==> config.mk <==
export PLATFORM = sky130hd
export DESIGN_NAME = axis_const_multiplier_flat
export DESIGN_NICKNAME = d
export VERILOG_FILES = /design/src/rtl/axis_mult_pkg.sv /design/src/rtl/axis_const_multiplier_if.sv /design/src/rtl/axis_pipe_reg.sv /design/src/rtl/axis_const_multiplier.sv /design/src/flat_wrapper.sv
export SDC_FILE = /design/constraint.sdc
export NUM_CORES = 1
export LEC_CHECK = 0
export ABC_AREA = 1
export BUFFER_PORTS_ARGS = -buffer_cell sky130_fd_sc_hd__buf_2
export CORE_MARGIN = 2
export CORE_UTILIZATION = 60
export DETAILED_ROUTE_END_ITERATION = 10
export HOLD_SLACK_MARGIN = 0.03
export PLACE_DENSITY = 0.79
export SLEW_MARGIN = 10
export SYNTH_ARGS = -nofsm -noshare
export SYNTH_HDL_FRONTEND = slang
export SYNTH_SLANG_ARGS = --single-unit
==> constraint.sdc <==
create_clock -name aclk -period 8.1 [get_ports aclk]
set_input_delay 0 -clock aclk [delete_from_list [all_inputs] [get_ports aclk]]
set_output_delay 0 -clock aclk [all_outputs]
set_load 0.01 [all_outputs]
==> src/rtl/axis_mult_pkg.sv <==
// Shared widths, stage bundles and the multiply helper
// for the stream constant multiplier.
package axis_mult_pkg;

  localparam int DATA_W  = 32;
  localparam int CONST_W = 8;
  localparam int PROD_W  = DATA_W + CONST_W;

  localparam logic [DATA_W-1:0] SAT_VAL = '1;

  typedef struct packed {
    logic [DATA_W-1:0]  data;
    logic               last;
    logic [CONST_W-1:0] op_const;
    logic               op_en;
  } s1_t;

  typedef struct packed {
    logic [DATA_W-1:0] data;
    logic              last;
  } s2_t;

  // Returns {overflow, result}
  function automatic logic [DATA_W:0] mult_op(
    input logic [DATA_W-1:0]  d,
    input logic [CONST_W-1:0] k,
    input logic               en,
    input bit                 sat
  );
    logic [PROD_W-1:0] p;
    logic              hi;
    logic [DATA_W-1:0] r;
    p  = PROD_W'(d) * PROD_W'(k);
    hi = en && (p[PROD_W-1:DATA_W] != '0);
    if (!en)
      r = d;
    else if (hi && sat)
      r = SAT_VAL;
    else
      r = p[DATA_W-1:0];
    return {hi, r};
  endfunction

endpackage

==> src/rtl/axis_const_multiplier_if.sv <==
// AXI4-Stream bundle: data, last and the
// valid/ready pair.
interface axis_const_multiplier_if;
  import axis_mult_pkg::*;

  logic [DATA_W-1:0] tdata;
  logic              tvalid;
  logic              tready;
  logic              tlast;

  modport master (
    output tdata,
    output tvalid,
    output tlast,
    input  tready
  );

  modport slave (
    input  tdata,
    input  tvalid,
    input  tlast,
    output tready
  );

endinterface

==> src/rtl/axis_pipe_reg.sv <==
// Single valid/ready register slice; accepts a new
// word whenever it is empty or being drained.
module axis_pipe_reg #(
  parameter int W = 1
) (
  input  logic         aclk,
  input  logic         aresetn,
  input  logic         in_valid,
  input  logic [W-1:0] in_data,
  output logic         in_ready,
  output logic         out_valid,
  output logic [W-1:0] out_data,
  input  logic         out_ready
);

  logic load;

  assign load     = !out_valid || out_ready;
  assign in_ready = load;

  always_ff @(posedge aclk or negedge aresetn) begin
    if (!aresetn) begin
      out_valid <= 1'b0;
      out_data  <= '0;
    end else if (load) begin
      out_valid <= in_valid;
      if (in_valid)
        out_data <= in_data;
    end
  end

endmodule

==> src/rtl/axis_const_multiplier.sv <==
// Two-stage stream multiplier; en/mult_const are
// frozen for the duration of each input frame.
module axis_const_multiplier
  import axis_mult_pkg::*;
#(
  parameter bit C_SATURATE = 1'b0,
  parameter int C_CNT_BITS = 16
) (
  input  logic                   aclk,
  input  logic                   aresetn,
  axis_const_multiplier_if.slave  s_axis,
  axis_const_multiplier_if.master m_axis,
  input  logic                   en,
  input  logic [CONST_W-1:0]     mult_const,
  output logic                   ovf,
  output logic                   frame_done,
  output logic [C_CNT_BITS-1:0]  frame_cnt
);

  s1_t s1_in;
  s1_t s1_q;
  s2_t s2_in;
  s2_t s2_q;

  logic               v1;
  logic               s1_rdy;
  logic               s2_rdy;
  logic               in_beat;
  logic               xfer12;
  logic               m_done;
  logic               in_frame;
  logic               fr_en;
  logic [CONST_W-1:0] fr_const;
  logic [DATA_W:0]    op_res;

  assign s_axis.tready = s1_rdy;
  assign in_beat = s_axis.tvalid && s1_rdy;

  // First beat of a frame uses the live controls
  assign s1_in = '{
    data:     s_axis.tdata,
    last:     s_axis.tlast,
    op_const: in_frame ? fr_const : mult_const,
    op_en:    in_frame ? fr_en : en
  };

  axis_pipe_reg #(.W($bits(s1_t))) u_s1 (
    .aclk      (aclk),
    .aresetn   (aresetn),
    .in_valid  (s_axis.tvalid),
    .in_data   (s1_in),
    .in_ready  (s1_rdy),
    .out_valid (v1),
    .out_data  (s1_q),
    .out_ready (s2_rdy)
  );

  assign op_res = mult_op(s1_q.data, s1_q.op_const,
                          s1_q.op_en, C_SATURATE);
  assign s2_in  = '{data: op_res[DATA_W-1:0], last: s1_q.last};
  assign xfer12 = v1 && s2_rdy;

  axis_pipe_reg #(.W($bits(s2_t))) u_s2 (
    .aclk      (aclk),
    .aresetn   (aresetn),
    .in_valid  (v1),
    .in_data   (s2_in),
    .in_ready  (s2_rdy),
    .out_valid (m_axis.tvalid),
    .out_data  (s2_q),
    .out_ready (m_axis.tready)
  );

  assign m_axis.tdata = s2_q.data;
  assign m_axis.tlast = s2_q.last;

  assign m_done = m_axis.tvalid && m_axis.tready && m_axis.tlast;

  always_ff @(posedge aclk or negedge aresetn) begin
    if (!aresetn) begin
      in_frame   <= 1'b0;
      fr_en      <= 1'b0;
      fr_const   <= '0;
      ovf        <= 1'b0;
      frame_done <= 1'b0;
      frame_cnt  <= '0;
    end else begin
      if (in_beat) begin
        if (!in_frame) begin
          fr_en    <= en;
          fr_const <= mult_const;
        end
        in_frame <= !s_axis.tlast;
      end
      if (xfer12 && op_res[DATA_W])
        ovf <= 1'b1;
      frame_done <= m_done;
      if (m_done)
        frame_cnt <= frame_cnt + 1'b1;
    end
  end

endmodule

==> src/flat_wrapper.sv <==
// flat-port wrapper written by rule: the top's interface ports become plain ports
module axis_const_multiplier_flat import axis_mult_pkg::*;
#(
  parameter bit C_SATURATE = 1'b0,
  parameter int C_CNT_BITS = 16
)
  (aclk, aresetn, en, mult_const, ovf, frame_done, frame_cnt, s_axis_tdata, s_axis_tvalid, s_axis_tlast, s_axis_tready, m_axis_tdata, m_axis_tvalid, m_axis_tlast, m_axis_tready);
  axis_const_multiplier_if s_axis_i ();
  axis_const_multiplier_if m_axis_i ();
  input  logic aclk;
  input  logic aresetn;
  input  logic en;
  input  logic [CONST_W-1:0] mult_const;
  output logic ovf;
  output logic frame_done;
  output logic [C_CNT_BITS-1:0] frame_cnt;
  input wire logic [$bits(s_axis_i.tdata)-1:0] s_axis_tdata;
  input wire logic [$bits(s_axis_i.tvalid)-1:0] s_axis_tvalid;
  input wire logic [$bits(s_axis_i.tlast)-1:0] s_axis_tlast;
  output wire logic [$bits(s_axis_i.tready)-1:0] s_axis_tready;
  output wire logic [$bits(m_axis_i.tdata)-1:0] m_axis_tdata;
  output wire logic [$bits(m_axis_i.tvalid)-1:0] m_axis_tvalid;
  output wire logic [$bits(m_axis_i.tlast)-1:0] m_axis_tlast;
  input wire logic [$bits(m_axis_i.tready)-1:0] m_axis_tready;
  assign s_axis_i.tdata = s_axis_tdata;
  assign s_axis_i.tvalid = s_axis_tvalid;
  assign s_axis_i.tlast = s_axis_tlast;
  assign s_axis_tready = s_axis_i.tready;
  assign m_axis_tdata = m_axis_i.tdata;
  assign m_axis_tvalid = m_axis_i.tvalid;
  assign m_axis_tlast = m_axis_i.tlast;
  assign m_axis_i.tready = m_axis_tready;
  axis_const_multiplier #(.C_SATURATE(C_SATURATE), .C_CNT_BITS(C_CNT_BITS)) u_core (.aclk(aclk), .aresetn(aresetn), .s_axis(s_axis_i), .m_axis(m_axis_i), .en(en), .mult_const(mult_const), .ovf(ovf), .frame_done(frame_done), .frame_cnt(frame_cnt));
endmodule
==> impl_metrics.json <==
{
  "place.gp.congestion": 0.979,
  "fin_crit_ns": 5.44,
  "path_class": "register to register",
  "vias_per_cell": 5.20,
  "die_x_um": 151,
  "cts_buffer_depth": 2,
  "critPathArrivalTime_ns": 5.70,
  "worstSetupStartpointType": "register",
  "seq_area_frac_synth_pct": 18.5,
  "numCtsBuffers": 9,
  "slew-limit-headroom_pct": 19.5,
  "cp_data_required_time_ns": 8.36,
  "finalSetupViolCount": 0,
  "synth_top_area_cell": "sky130_fd_sc_hd__fa_1",
  "max_slew_violation_count": 0,
  "drtIter0Drc": 689,
  "cts_tree": "built",
  "num_io_pins": 99,
  "fin_hold_ws_ns": 0.115,
  "crit_path_max_fanout": 33,
  "critical_path.top_delay_family": "adder cells",
  "synthesis.instances": 1819,
  "grt_pass1_vias": 11800,
  "num-nets-final": 2188,
  "fin_ws_ns": 2.66,
  "h-tree-depth": 3,
  "globalRouteOverflowTotal": 0,
  "area_of_the_die_mm2": 0.0229,
  "layout.filler_cells": 1746,
  "avgSynthCellArea_um2": 7.14,
  "core_region_area_mm2": 0.0212,
  "routed_wire_length_per_instance_um": 15.4,
  "post_cts.repair.setup_buffers": 0,
  "max_freq_mhz": 184,
  "pre_antenna_drt_iters": 5,
  "run_status": "finished, final reports clean",
  "synth-seq-cells": 96,
  "post_synth_instance_area_mm2": 0.0130,
  "start_util_pct": 61.4,
  "die_y_um": 151,
  "max_capacitance_violation_total": 0,
  "timing_hold_violations_final": 0,
  "root_buffer": "sky130_fd_sc_hd__clkbuf_16",
  "yosysWarnings": 0,
  "clock-skew-final_ns": 0.0174,
  "route.detailed.drc": 0,
  "route.vias.total": 11300,
  "yosysUniqueCellTypes": 38,
  "synth.net_count": 2106,
  "total_routing_usage_gr_pct": 31.9,
  "grt_max_degree": 67,
  "synthTopCellsByArea": "sky130_fd_sc_hd__fa_1, sky130_fd_sc_hd__dfrtp_1, sky130_fd_sc_hd__nand2_1, sky130_fd_sc_hd__inv_1, sky130_fd_sc_hd__ha_1",
  "drive_above_1_share_pct": 9.08,
  "tritoncts_num_sinks": 96,
  "synthDominantCellAreaShare_pct": 27.7,
  "slowest_delay_ns": 1.15,
  "grt_antenna_before_repair": 0,
  "num_rows": 53,
  "clk_pin_slew_worst_paths_ns": 0.08,
  "finalCritPeriodShare_pct": 67.2,
  "hp-class": "input pin to async pin",
  "rsz0062_at_grt": "no",
  "critPathBufInv": 3,
  "pre_cts_ws_ns": 2.74,
  "postRouteWirelength_um": 33600,
  "timing.setup.tns_ns": 0,
  "grt_pass1_wl_um": 56100,
  "cp-end-kind": "register",
  "path_cells": "nand2_1 > fa_1 > inv_1 > fa_1 > fa_1 > inv_1 > fa_1 > inv_1 > ha_1 > nand2_1 > nor2_1 > nand2_1 > nor4_1 > nand2_1 > nand3_1 > nand2_1 > nor2_1 > nand3_1 > nand2_1 > nand2_1",
  "tightest_slew_ns": 1.21,
  "drt.antenna.violating_nets": 0,
  "port-buffer-count": 98,
  "diodes": 0,
  "critical-path-slowest-cell": "sky130_fd_sc_hd__dfrtp_1",
  "area_growth_pct": 10.6,
  "insertion_delay_ns": 0.37,
  "place.detailed.hpwl_um": 25200,
  "crit_top_cell": "sky130_fd_sc_hd__nand2_1"
}
sequential cells by signal (all words and copies together), names as in the netlist:
name                   count
u_core.u_s2.out_valid      1
u_core.in_frame            1
u_core.frame_cnt          16
u_core.u_s1.out_data      42
u_core.frame_done          1
u_core.ovf                 1
u_core.u_s1.out_valid      1
u_core.u_s2.out_data      33
final timing paths:
check / endpoint / slack [ns] / start / cells past startpoint
worst max-delay path: u_core.ovf / 2.66 / u_core.u_s1.out_data[4] / 20
worst min-delay path: u_core.u_s1.out_data[40] / 0.12 / aresetn / 2
worst max register to register: u_core.ovf / 2.66 / u_core.u_s1.out_data[4] / 20
worst min register to register: u_core.frame_cnt[15] / 0.46 / u_core.frame_cnt[15] / 1
max in group asynchronous: u_core.u_s2.out_data[7] / 6.77 / aresetn / 3
min in group aclk: u_core.u_s1.out_data[12] / 0.36 / s_axis_tdata[2] / 4
synth_stat cells:
master	count
sky130_fd_sc_hd__nand2_1	610
sky130_fd_sc_hd__o21ai_0	34
sky130_fd_sc_hd__nand3_2	5
sky130_fd_sc_hd__xor2_1	13
sky130_fd_sc_hd__inv_1	476
sky130_fd_sc_hd__o21ba_2	1
sky130_fd_sc_hd__nor4_1	2
sky130_fd_sc_hd__nand2_2	14
sky130_fd_sc_hd__nor3b_2	1
sky130_fd_sc_hd__a21oi_1	65
sky130_fd_sc_hd__o21ai_1	5
sky130_fd_sc_hd__fa_1	180
sky130_fd_sc_hd__nand3b_1	3
sky130_fd_sc_hd__clkbuf_1	58
sky130_fd_sc_hd__nor3_2	3
sky130_fd_sc_hd__o21a_1	2
sky130_fd_sc_hd__o21bai_1	6
sky130_fd_sc_hd__nor2_4	1
sky130_fd_sc_hd__nand4_1	3
sky130_fd_sc_hd__clkinv_1	1
sky130_fd_sc_hd__a21o_1	1
sky130_fd_sc_hd__nand3_4	1
sky130_fd_sc_hd__nor3_1	3
sky130_fd_sc_hd__nor3_4	1
sky130_fd_sc_hd__nor2_2	10
sky130_fd_sc_hd__buf_1	23
sky130_fd_sc_hd__a31oi_1	6
sky130_fd_sc_hd__mux2_2	8
sky130_fd_sc_hd__o211ai_1	5
sky130_fd_sc_hd__buf_2	2
sky130_fd_sc_hd__and3_1	2
sky130_fd_sc_hd__ha_1	61
sky130_fd_sc_hd__dfrtp_1	96
sky130_fd_sc_hd__a31o_2	1
sky130_fd_sc_hd__nor2_1	63
sky130_fd_sc_hd__nand3_1	34
sky130_fd_sc_hd__nand4_2	1
sky130_fd_sc_hd__xnor2_1	18
stage by stage:
stage | area, um^2 | instances | utilization (%)
final | 14400 | 2181 | 67.9
after global routing | 14400 | 2181 | 67.9
after CTS | 14400 | 2181 | 67.9
after detailed placement | 13600 | 2121 | 64.3
after global placement | 13600 | 2121 | 64.3
after floorplan | 13000 | 1819 | -
repair_timing:
item / CTS / global route
hold buffers: 44 / 0
hold endpoints to repair: 77 / 0
resized for setup: 0 / 0
setup endpoints to repair: 0 / 0
cell usage in the layout (no fill, tap or decap), types with 3 or more instances in the layout:
cell / n
sky130_fd_sc_hd__mux2_2: 8
sky130_fd_sc_hd__dfrtp_1: 96
sky130_fd_sc_hd__buf_4: 13
sky130_fd_sc_hd__xnor2_1: 18
sky130_fd_sc_hd__nand3_2: 5
sky130_fd_sc_hd__inv_8: 3
sky130_fd_sc_hd__o211ai_1: 5
sky130_fd_sc_hd__nor2_2: 10
sky130_fd_sc_hd__a31oi_1: 6
sky130_fd_sc_hd__nor3_1: 3
sky130_fd_sc_hd__dlygate4sd3_1: 44
sky130_fd_sc_hd__o21ai_0: 34
sky130_fd_sc_hd__a21oi_1: 65
sky130_fd_sc_hd__clkbuf_16: 9
sky130_fd_sc_hd__nand2_1: 610
sky130_fd_sc_hd__o21bai_1: 6
sky130_fd_sc_hd__xor2_1: 13
sky130_fd_sc_hd__nor3_2: 3
sky130_fd_sc_hd__nor2_1: 63
sky130_fd_sc_hd__inv_1: 476
sky130_fd_sc_hd__nand3_1: 34
sky130_fd_sc_hd__o21ai_1: 5
sky130_fd_sc_hd__ha_1: 61
sky130_fd_sc_hd__nand3b_1: 3
sky130_fd_sc_hd__fa_1: 180
sky130_fd_sc_hd__nand2_2: 14
sky130_fd_sc_hd__buf_2: 97
sky130_fd_sc_hd__nand4_1: 3
layout make-up:
type / instances / area (um^2) / share of cell area, %
repair buffers: 154 / 1020 / 7.12
clock buffers: 9 / 225 / 1.57
well taps: 275 / 344 / 2.39
multi-input cells: 1163 / 8490 / 59.1
flip-flops and latches: 96 / 2400 / 16.7
inverters: 477 / 1790 / 12.5
clock inverters: 7 / 97.6 / 0.679
routing by layer:
layer  GRT usage (%)  routed length, um  part of all wire, %  up-vias
met5               0                  0                    0        -
met4            15.5               1490                  4.4        0
met3            3.49               1600                  4.8      109
met2            59.8              17600                   52      421
met1            36.0              12900                   38     5445
li1                -                  -                    -     5358
worst reg2reg max path: cells and delay by family, from the launching register on:
family,cells,cell delay [ns]
AND/OR/NAND/NOR,12,1.59
buffers and inverters,3,0.14
flip-flops,1,1.15
adder cells (fa/ha/maj),5,2.45
cells by family (layout without fill, tap and decap cells):
group	count (synthesis)	count (layout)	synth area share [%]
buffers and inverters	560	647	16.2
AND/OR/NAND/NOR	757	757	23.7
flip-flops	96	96	18.5
AO/OA/AOI/OAI	126	126	5.25
adder cells (fa/ha/maj)	241	241	33.6
XOR/XNOR	31	31	2.09
multiplexers	8	8	0.693
Power is not shown: default switching activity piles up to over one toggle a cycle in this logic, so the estimate is an artifact.
